`src/rtl/m_memcode_server_pkg.sv`:
```
// Shared definitions for the memory-code server and its PRN-side clients.
// Holds the code-side FSM state encoding and the default address/data widths
// shared with m_prn_memcode.
package m_memcode_server_pkg;

   localparam int MC_ADDR_WIDTH   = 14;
   localparam int MC_DATA_WIDTH   = 32;
   localparam int MC_STARVE_LIMIT = 4;

   typedef enum logic [1:0] {
      ST_IDLE = 2'd0,
      ST_WAIT = 2'd1,
      ST_RESP = 2'd2
   } mc_state_e;

endpackage

```
`src/rtl/m_memcode_server_if.sv`:
```
// Bus bundle for m_memcode_server.
//  code side : memcode_rd/memcode_addr in, memcode_read_valid/memcode_data out
//  host side : host_cs/host_wr/host_addr/host_d4wr in,
//              host_ready/host_rd_valid/host_d4rd out
//  SRAM side : mem_cs/mem_we/mem_addr/mem_wdata out, mem_rdata in
// Modport slave is the server view; modport master is the view of the
// surrounding system (code fetcher, host and SRAM together).
interface m_memcode_server_if
   import m_memcode_server_pkg::*;
#(
   parameter int ADDR_WIDTH = MC_ADDR_WIDTH,
   parameter int DATA_WIDTH = MC_DATA_WIDTH
);
   logic                  memcode_rd;
   logic [ADDR_WIDTH-1:0] memcode_addr;
   logic                  memcode_read_valid;
   logic [DATA_WIDTH-1:0] memcode_data;

   logic                  host_cs;
   logic                  host_wr;
   logic [ADDR_WIDTH-1:0] host_addr;
   logic [DATA_WIDTH-1:0] host_d4wr;
   logic                  host_ready;
   logic                  host_rd_valid;
   logic [DATA_WIDTH-1:0] host_d4rd;

   logic                  mem_cs;
   logic                  mem_we;
   logic [ADDR_WIDTH-1:0] mem_addr;
   logic [DATA_WIDTH-1:0] mem_wdata;
   logic [DATA_WIDTH-1:0] mem_rdata;

   modport slave (
      input  memcode_rd, memcode_addr, host_cs, host_wr, host_addr, host_d4wr, mem_rdata,
      output memcode_read_valid, memcode_data, host_ready, host_rd_valid, host_d4rd,
             mem_cs, mem_we, mem_addr, mem_wdata
   );

   modport master (
      output memcode_rd, memcode_addr, host_cs, host_wr, host_addr, host_d4wr, mem_rdata,
      input  memcode_read_valid, memcode_data, host_ready, host_rd_valid, host_d4rd,
             mem_cs, mem_we, mem_addr, mem_wdata
   );

endinterface

```
`src/rtl/m_memcode_arbiter.sv`:
```
// Host / code-fetch arbiter for the shared code SRAM.
//  clk, rst_b    : clock, asynchronous active-low reset
//  code_rd_i     : raw memcode_rd level (clears the starvation count when low)
//  code_req_i    : code fetch wants the SRAM this cycle (IDLE, not a cache hit)
//  code_hit_i    : code fetch served from the cache this cycle
//  host_req_i    : host access request
//  code_grant_o  : code fetch owns the SRAM this cycle
//  host_grant_o  : host access accepted this cycle
// Host normally wins; after STARVE_LIMIT lost cycles the pending fetch is forced.
module m_memcode_arbiter #(
   parameter int STARVE_LIMIT = 4
) (
   input  logic clk,
   input  logic rst_b,
   input  logic code_rd_i,
   input  logic code_req_i,
   input  logic code_hit_i,
   input  logic host_req_i,
   output logic code_grant_o,
   output logic host_grant_o
);

   localparam int CW = $clog2(STARVE_LIMIT + 1);

   logic [CW-1:0] starve_cnt_q, starve_cnt_d;
   logic          forced;

   assign forced       = (starve_cnt_q == CW'(STARVE_LIMIT));
   assign code_grant_o = code_req_i && (!host_req_i || forced);
   assign host_grant_o = host_req_i && !(code_req_i && forced);

   always_comb begin
      starve_cnt_d = starve_cnt_q;
      if (!code_rd_i || code_grant_o || code_hit_i) begin
         starve_cnt_d = '0;
      end else if (code_req_i && host_grant_o) begin
         // host_grant with a code request implies the count is below the limit
         starve_cnt_d = starve_cnt_q + 1'b1;
      end
   end

   always_ff @(posedge clk or negedge rst_b) begin
      if (!rst_b) begin
         starve_cnt_q <= '0;
      end else begin
         starve_cnt_q <= starve_cnt_d;
      end
   end

endmodule

```
`src/rtl/m_memcode_server.sv`:
```
// Memory-code server: responder for PRN-generator code fetches, fronting one
// single-port SRAM that the host also uses to load and read back code words.
//  clk    : system clock
//  rst_b  : asynchronous active-low reset
//  bus    : m_memcode_server_if.slave (code, host and SRAM signal groups)
// Code fetch: IDLE -> WAIT -> RESP, valid pulses in RESP, 2 cycles after issue.
// Host read data appears the cycle after acceptance; writes take one cycle.
// Optional feature macro: MEMCODE_CACHE_EN adds a one-entry fetch buffer that
// answers a repeated address in 1 cycle without touching the SRAM.
module m_memcode_server
   import m_memcode_server_pkg::*;
#(
   parameter int ADDR_WIDTH   = MC_ADDR_WIDTH,
   parameter int DATA_WIDTH   = MC_DATA_WIDTH,
   parameter int STARVE_LIMIT = MC_STARVE_LIMIT
) (
   input logic                clk,
   input logic                rst_b,
   m_memcode_server_if.slave  bus
);

   mc_state_e             state_q, state_d;
   logic [DATA_WIDTH-1:0] memcode_data_q, memcode_data_d;
   logic                  host_rd_valid_q;
   logic [DATA_WIDTH-1:0] host_d4rd_q;

   logic                  idle;
   logic                  code_req;
   logic                  code_hit;
   logic [DATA_WIDTH-1:0] hit_data;
   logic                  code_grant;
   logic                  host_grant;
   logic                  host_wr_acc;

   assign idle = (state_q == ST_IDLE);
   // gating with rst_b keeps the SRAM quiet while reset is held
   assign code_req    = rst_b && idle && bus.memcode_rd && !code_hit;
   assign host_wr_acc = host_grant && bus.host_wr;

   m_memcode_arbiter #(
      .STARVE_LIMIT (STARVE_LIMIT)
   ) u_arb (
      .clk          (clk),
      .rst_b        (rst_b),
      .code_rd_i    (bus.memcode_rd),
      .code_req_i   (code_req),
      .code_hit_i   (code_hit),
      .host_req_i   (rst_b && bus.host_cs),
      .code_grant_o (code_grant),
      .host_grant_o (host_grant)
   );

`ifdef MEMCODE_CACHE_EN
   logic [ADDR_WIDTH-1:0] cache_addr_q;
   logic [ADDR_WIDTH-1:0] req_addr_q;
   logic [DATA_WIDTH-1:0] cache_data_q;
   logic                  cache_vld_q;
   logic                  stale_q;
   logic                  host_wr_cache;
   logic                  host_wr_req;

   assign host_wr_cache = host_wr_acc && (bus.host_addr == cache_addr_q);
   assign host_wr_req   = host_wr_acc && (bus.host_addr == req_addr_q);
   // Hit suppression uses the raw host write request, not the grant, since the
   // grant itself depends on whether this cycle is a hit.
   assign code_hit = rst_b && idle && bus.memcode_rd && cache_vld_q &&
                     (bus.memcode_addr == cache_addr_q) &&
                     !(bus.host_cs && bus.host_wr && (bus.host_addr == cache_addr_q));
   assign hit_data = cache_data_q;

   always_ff @(posedge clk or negedge rst_b) begin
      if (!rst_b) begin
         cache_addr_q <= '0;
         req_addr_q   <= '0;
         cache_data_q <= '0;
         cache_vld_q  <= 1'b0;
         stale_q      <= 1'b0;
      end else begin
         if (idle && (code_grant || code_hit)) begin
            req_addr_q <= bus.memcode_addr;
         end
         // A host write to the in-flight address after the SRAM read means the
         // word being returned is already old; it must not be cached.
         if (idle) begin
            stale_q <= 1'b0;
         end else if (host_wr_req) begin
            stale_q <= 1'b1;
         end
         if (state_q == ST_RESP) begin
            cache_addr_q <= req_addr_q;
            cache_data_q <= memcode_data_q;
            cache_vld_q  <= !stale_q && !host_wr_req;
         end else if (host_wr_cache) begin
            cache_vld_q <= 1'b0;
         end
      end
   end
`else
   assign code_hit = 1'b0;
   assign hit_data = '0;
`endif

   always_comb begin
      state_d        = state_q;
      memcode_data_d = memcode_data_q;
      case (state_q)
         ST_IDLE: begin
            if (code_grant) begin
               state_d = ST_WAIT;
            end else if (code_hit) begin
               state_d        = ST_RESP;
               memcode_data_d = hit_data;
            end
         end
         ST_WAIT: begin
            memcode_data_d = bus.mem_rdata;
            state_d        = ST_RESP;
         end
         ST_RESP: begin
            state_d = ST_IDLE;
         end
         default: begin
            state_d = ST_IDLE;
         end
      endcase
   end

   always_ff @(posedge clk or negedge rst_b) begin
      if (!rst_b) begin
         state_q         <= ST_IDLE;
         memcode_data_q  <= '0;
         host_rd_valid_q <= 1'b0;
         host_d4rd_q     <= '0;
      end else begin
         state_q         <= state_d;
         memcode_data_q  <= memcode_data_d;
         host_rd_valid_q <= host_grant && !bus.host_wr;
         if (host_rd_valid_q) begin
            host_d4rd_q <= bus.mem_rdata;
         end
      end
   end

   // Only one grant can be active, so the SRAM port never sees two users.
   assign bus.mem_cs    = code_grant || host_grant;
   assign bus.mem_we    = host_wr_acc;
   assign bus.mem_addr  = code_grant ? bus.memcode_addr : bus.host_addr;
   assign bus.mem_wdata = bus.host_d4wr;

   assign bus.memcode_read_valid = (state_q == ST_RESP);
   assign bus.memcode_data       = memcode_data_q;
   assign bus.host_ready         = host_grant;
   assign bus.host_rd_valid      = host_rd_valid_q;
   // SRAM output is already registered; hold the last word once the read completes
   assign bus.host_d4rd          = host_rd_valid_q ? bus.mem_rdata : host_d4rd_q;

endmodule

```
`src/flat_wrapper.sv`:
```
// flat-port wrapper written by rule: the top's interface ports become plain ports
module m_memcode_server_flat import m_memcode_server_pkg::*;
#(
   parameter int ADDR_WIDTH   = MC_ADDR_WIDTH,
   parameter int DATA_WIDTH   = MC_DATA_WIDTH,
   parameter int STARVE_LIMIT = MC_STARVE_LIMIT
)
  (clk, rst_b, bus_memcode_rd, bus_memcode_addr, bus_host_cs, bus_host_wr, bus_host_addr, bus_host_d4wr, bus_mem_rdata, bus_memcode_read_valid, bus_memcode_data, bus_host_ready, bus_host_rd_valid, bus_host_d4rd, bus_mem_cs, bus_mem_we, bus_mem_addr, bus_mem_wdata);
  m_memcode_server_if #(.ADDR_WIDTH(ADDR_WIDTH), .DATA_WIDTH(DATA_WIDTH)) bus_i ();
  input logic clk;
  input logic rst_b;
  input wire logic [$bits(bus_i.memcode_rd)-1:0] bus_memcode_rd;
  input wire logic [$bits(bus_i.memcode_addr)-1:0] bus_memcode_addr;
  input wire logic [$bits(bus_i.host_cs)-1:0] bus_host_cs;
  input wire logic [$bits(bus_i.host_wr)-1:0] bus_host_wr;
  input wire logic [$bits(bus_i.host_addr)-1:0] bus_host_addr;
  input wire logic [$bits(bus_i.host_d4wr)-1:0] bus_host_d4wr;
  input wire logic [$bits(bus_i.mem_rdata)-1:0] bus_mem_rdata;
  output wire logic [$bits(bus_i.memcode_read_valid)-1:0] bus_memcode_read_valid;
  output wire logic [$bits(bus_i.memcode_data)-1:0] bus_memcode_data;
  output wire logic [$bits(bus_i.host_ready)-1:0] bus_host_ready;
  output wire logic [$bits(bus_i.host_rd_valid)-1:0] bus_host_rd_valid;
  output wire logic [$bits(bus_i.host_d4rd)-1:0] bus_host_d4rd;
  output wire logic [$bits(bus_i.mem_cs)-1:0] bus_mem_cs;
  output wire logic [$bits(bus_i.mem_we)-1:0] bus_mem_we;
  output wire logic [$bits(bus_i.mem_addr)-1:0] bus_mem_addr;
  output wire logic [$bits(bus_i.mem_wdata)-1:0] bus_mem_wdata;
  assign bus_i.memcode_rd = bus_memcode_rd;
  assign bus_i.memcode_addr = bus_memcode_addr;
  assign bus_i.host_cs = bus_host_cs;
  assign bus_i.host_wr = bus_host_wr;
  assign bus_i.host_addr = bus_host_addr;
  assign bus_i.host_d4wr = bus_host_d4wr;
  assign bus_i.mem_rdata = bus_mem_rdata;
  assign bus_memcode_read_valid = bus_i.memcode_read_valid;
  assign bus_memcode_data = bus_i.memcode_data;
  assign bus_host_ready = bus_i.host_ready;
  assign bus_host_rd_valid = bus_i.host_rd_valid;
  assign bus_host_d4rd = bus_i.host_d4rd;
  assign bus_mem_cs = bus_i.mem_cs;
  assign bus_mem_we = bus_i.mem_we;
  assign bus_mem_addr = bus_i.mem_addr;
  assign bus_mem_wdata = bus_i.mem_wdata;
  m_memcode_server #(.ADDR_WIDTH(ADDR_WIDTH), .DATA_WIDTH(DATA_WIDTH), .STARVE_LIMIT(STARVE_LIMIT)) u_core (.clk(clk), .rst_b(rst_b), .bus(bus_i));
endmodule
```
`config.mk`:
```
export PLATFORM = sky130hd
export DESIGN_NAME = m_memcode_server_flat
export DESIGN_NICKNAME = d
export VERILOG_FILES = /design/src/rtl/m_memcode_server_pkg.sv /design/src/rtl/m_memcode_server_if.sv /design/src/rtl/m_memcode_arbiter.sv /design/src/rtl/m_memcode_server.sv /design/src/flat_wrapper.sv
export SDC_FILE = /design/constraint.sdc
export NUM_CORES = 1
export LEC_CHECK = 0
export CORE_MARGIN = 2
export CORE_UTILIZATION = 36
export DETAILED_ROUTE_END_ITERATION = 6
export PLACE_DENSITY = 0.83
export SYNTH_ARGS = -nofsm -noshare
export SYNTH_HDL_FRONTEND = slang
export SYNTH_SLANG_ARGS = --single-unit
```
`constraint.sdc`:
```
create_clock -name clk -period 2.3 [get_ports clk]
set_input_delay 0.345 -clock clk [delete_from_list [all_inputs] [get_ports clk]]
set_output_delay 0.345 -clock clk [all_outputs]
set_load 0.05 [all_outputs]
```
[Word level (Yosys, flattened, before mapping)]
Cells that the tools add are included.
Cells by class
  add/subtract/negate cells: 1
  equality and inequality tests: 4
  mux-type cells: 6
  reductions and logical operators: 18
Operators by type and width (count)
  two-way mux 32 bit: 1
  two-way mux 14 bit: 1
  logical AND 1 bit: 9
  two-way mux 3 bit: 2
  logical NOT 1 bit: 4
  case mux 2 bit (2 select lines): 1
  adder 3 x 1 -> 3 bit, second input constant: 1
  == test 3 bit, second input constant: 1
  logical OR 1 bit: 3
  == test 2 x 1 -> 1 bit, second input constant: 1
  == test 2 bit, second input constant: 1
  logical NOT 2 bit: 1
  two-way mux 2 bit: 1
  != test 2 bit, second input constant: 1
  nonzero test 2 bit: 1
Word-level totals
  bits in registers: 70
  input bits: 97
  output and inout bits: 115
  logic and storage cells: 34

[Longest topological paths before layout]
  word-level depth: 9
  gate-level depth with buffers: 6
  gate-level depth less buffers: 5

[By module]
A second synthesis with hierarchy kept.
Unflattened totals
  cells, all modules: 221
  area total of the unflattened synthesis: 3283.1 µm²
By module, submodules not included
  m_memcode_server: instances 1, cells each 198, area each 3072.9 µm², sequential area each 1676.6 µm²
  m_memcode_arbiter: instances 1, cells each 23, area each 210.2 µm², sequential area each 75.1 µm²

[Worst setup path after synthesis]
No wires, ideal clock.
  path type: reg-to-output
  start point: reg u_core.u_arb.starve_cnt_q[0]
  end point: out bus_mem_we
  arrival time: 2223 ps
  data required time: 1955 ps
  slack: -268 ps
  cell stages (with the launch flop): 7
  path through: dfrtp_1 inv_1 ha_1 nand2_1 a31oi_4 buf_12 nor3b_1
Between the ends
  longest elaborated chain between the ends: 5
Ends and longest elaborated chain
  from (decl): line m_memcode_arbiter.sv:25  | logic [CW-1:0] starve_cnt_q, starve_cnt_d;
  from (signal assigned): line m_memcode_arbiter.sv:46  | starve_cnt_q <= starve_cnt_d;
  == test 3 bit: line m_memcode_arbiter.sv:28  | assign forced = (starve_cnt_q == CW'(STARVE_LIMIT));
  logical AND 1 bit: line m_memcode_arbiter.sv:30  | assign host_grant_o = host_req_i && !(code_req_i && forced);
  logical NOT 1 bit: line m_memcode_arbiter.sv:30
  logical AND 1 bit: line m_memcode_arbiter.sv:30
  logical AND 1 bit: line m_memcode_server.sv:38  | assign host_wr_acc = host_grant && bus.host_wr;
  to (decl): line flat_wrapper.sv:25  | output wire logic [$bits(bus_i.mem_we)-1:0] bus_mem_we;
Every way passes these cells.

[Final worst setup path]
  start point: reg u_core.u_arb.starve_cnt_q[1]
  end point: out bus_mem_addr[4]
Between the ends
  longest elaborated chain between the ends: 4
Ends and longest elaborated chain
  == test 3 bit: line m_memcode_arbiter.sv:28
  logical OR 1 bit: line m_memcode_arbiter.sv:29  | assign code_grant_o = code_req_i && (!host_req_i || forced);
  logical AND 1 bit: line m_memcode_arbiter.sv:29
  two-way mux 14 bit: line m_memcode_server.sv:147  | assign bus.mem_addr = code_grant ? bus.memcode_addr : bus.host_addr;
  to (decl): line flat_wrapper.sv:26  | output wire logic [$bits(bus_i.mem_addr)-1:0] bus_mem_addr;
Every way passes these cells.

==> metrics.txt <==
status complete, no violations; Die Ht roughly 100 um; Starting Density 0.365; minimum clock period 2.25 ns; Gate Count Post-Synth about 220; met1 wire length 2.81 mm; Area Overhead vs Synth 67.7%; met2 WL slightly above 4 mm; Detailed Routing Iterations Pass 1 3; Die X about 97 um; core area 0.00859 mm2; FF+latch count, synth 70; routed wl met3 777 um; Psw 2.00 mW; GRT overflow 0; Layout Cells excl Fill between 400 and 500; top sig layer met4; mux contribution to synthesized area 0.287; most frequent cells after synthesis dfrtp_1 (70), mux2_2 (69), buf_4 (32); Fmax 0.444 GHz; Internal Pwr Total between 3 and 4 mW; die area ~0.0095 mm2; I/O Pins about 210; Synthesis Warnings 0; Synth area leaders dfrtp_1 (56%), mux2_2 (25%), buf_4 (7.7%); vias per cell around 4.8; dpl cells approximately 440; WL final 7.85 mm; setup TNS 0 ns; Syn Nets about 320; worst min path class in2async; Post-synth EDFFs 0; Switching Fraction 0.375; simple-gate area share of the yosys netlist 0.0319; XOR/XNOR share of the synthesized area 0; number of global-route vias before repair between 2000 and 2500; first-pass GRT wire length between 10 and 15 mm; Wirelength per Cell approximately 17 um; Synth Area in Compound Gates 0.0152; H-tree depth reported by CTS 3; Seq pwr share 0.298; critical path fanouts, max 8; most frequent cell after synthesis dfrtp_1; RSZ-0062 raised after global routing yes; total track usage 0.168; CP Data Required Time approximately 2.0 ns; hold_ws 0.0547 ns; maxcap violations 0; startpoint types flip-flop; top_reg_cell synth dfrtp_1; asr flop ratio synth 1.00; sequential area share after synthesis 0.559; CTS tree done; Via Count approximately 2200; CTS Hold Bufs 0; PD cells 1020 mW/mm2; final setup fails 0; CTS buffer count 9; Worst-Skew Late Latency approximately 0.34 ns; Tightest Pin Transition between 0.6 and 0.7 ns; DP HPWL between 5 and 6 mm; share of layout cells above drive strength 1 0.457; GPL Wtd Cong 0.786; Max Root-Sink Buffers 2; largest net degree at the start of global routing 51; Rows 34; Final Hold Viols 0; combinational share of power 0.474; area share of the largest cell type after synthesis 0.559; Avg Inst Size Synth 14.4 um2; Setup CP Type reg2out; Remaining DRCs 0; post-synth top area cell dfrtp_1; clk slew on worst S/H paths approximately 0.080 ns; count of cell types in the netlist 22; Slew Limit Fails 0; diodes inserted 0; Worst Reg-to-Reg Cells 3; Leakage Power 2.26 nW; clock power share 0.228; clk_skew 0.0104 ns; Worst setup EP type primary output; number of nets in the layout between 400 and 500; Max transition margin 0.583; Root Buffer clkbuf_8; Critical Path AT 1.91 ns; largest family of logic cells by synthesized area multiplexers; adder-cell area share of the yosys netlist 0.00798; initial antenna violation count 0; Final period util 0.979; port bufs 147; cell area after synthesis between 0.003 and 0.004 mm2; DRT iter0 DRCs 61; DRT antenna net count 0; clk sink count 70; peak supply drop approximately 560 uV
[through the flow]
step                       util  setup slack (ns)  area (um2)  power, mW
final                     0.612            0.0475        5260       5.34
after global routing      0.612           -0.0299        5260       5.55
after CTS                 0.610          -0.00569        5240       5.39
after detailed placement  0.566          -0.00783        4860       4.13
after global placement    0.566            0.0576        4860       4.09
after floorplan               -             0.223        3140       3.14
[critical path, cell delays in order, from the launching register on]
cell and delay (ns):
dfrtp_1 0.40, inv_2 0.08, ha_4 0.15, nand2_4 0.06, a31oi_4 0.21, buf_6 0.19, mux2_4 0.33, buf_8 0.15
[cells in the final DEF, fill, tap and decap left out, types with 2 or more instances in the layout]
cell | netlist | routed
buf_4 | 32 | 14
nor2_1 | 2 | 2
buf_12 | 1 | 38
mux2_2 | 69 | 61
mux2_4 | 6 | 14
dfrtp_1 | 70 | 70
o22ai_1 | 3 | 3
buf_6 | 0 | 2
buf_8 | 0 | 8
clkdlybuf4s50_1 | 0 | 95
inv_2 | 0 | 2
clkbuf_8 | 0 | 10
mux2_1 | 3 | 3
nand2_1 | 8 | 7
bufinv_16 | 0 | 3
[path summary, 6_finish.rpt]
kind	start	to	slack (ns)
setup / recovery	u_core.u_arb.starve_cnt_q[1]	bus_mem_addr[4]	0.05
hold / removal	rst_b	u_core.u_arb.starve_cnt_q[2]	0.05
setup reg to reg	u_core.state_q[1]	u_core.bus.memcode_data[12]	0.75
hold reg to reg	u_core.host_d4rd_q[30]	u_core.host_d4rd_q[30]	0.49
max in group asynchronous	rst_b	u_core.host_d4rd_q[11]	1.68
min in group clk	u_core.host_d4rd_q[30]	u_core.host_d4rd_q[30]	0.49
[layer usage]
metal  up-vias  track usage
li1        969            -
met1      1066        0.182
met2       119        0.288
met3        24       0.0719
met4         0       0.0705
met5         -            0
[flip-flops by register name (all words and copies together), names as in the netlist]
name	cells
u_core.state_q	2
u_core.host_d4rd_q	32
u_core.bus.host_rd_valid	1
u_core.u_arb.starve_cnt_q	3
u_core.bus.memcode_data	32
[final cells by class]
class | instances | area, um2
repair buffers | 158 | 1970
clock inverters | 5 | 106
well taps | 108 | 135
flip-flops and latches | 70 | 1750
fillers | 669 | 3340
clock buffers | 11 | 141
inverters | 3 | 11.3
multi-input cells | 103 | 1140
[cell families after synthesis]
family	count (synthesis)
compound gates	5
buf+inv	44
flops	70
simple gates	18
fa+ha+maj	2
mux	78
[power groups by stage]
stage	Combinational [mW]	Sequential, mW	Clock (mW)
after global placement	2.48	1.60	0
after global routing	2.61	1.63	1.32
final	2.53	1.59	1.22
after CTS	2.54	1.59	1.25
after detailed placement	2.51	1.62	0
after floorplan	1.05	2.10	0
[what timing repair did]
item,4_1_cts,5_1_grt
pin swaps,2,1
endpoints found under the setup margin,14,15
gates resized for setup,19,16
endpoints found under the hold margin,0,0
setup buffers,5,0
cloned,1,0
No activity file was read; power rests on OpenSTA's default activity.
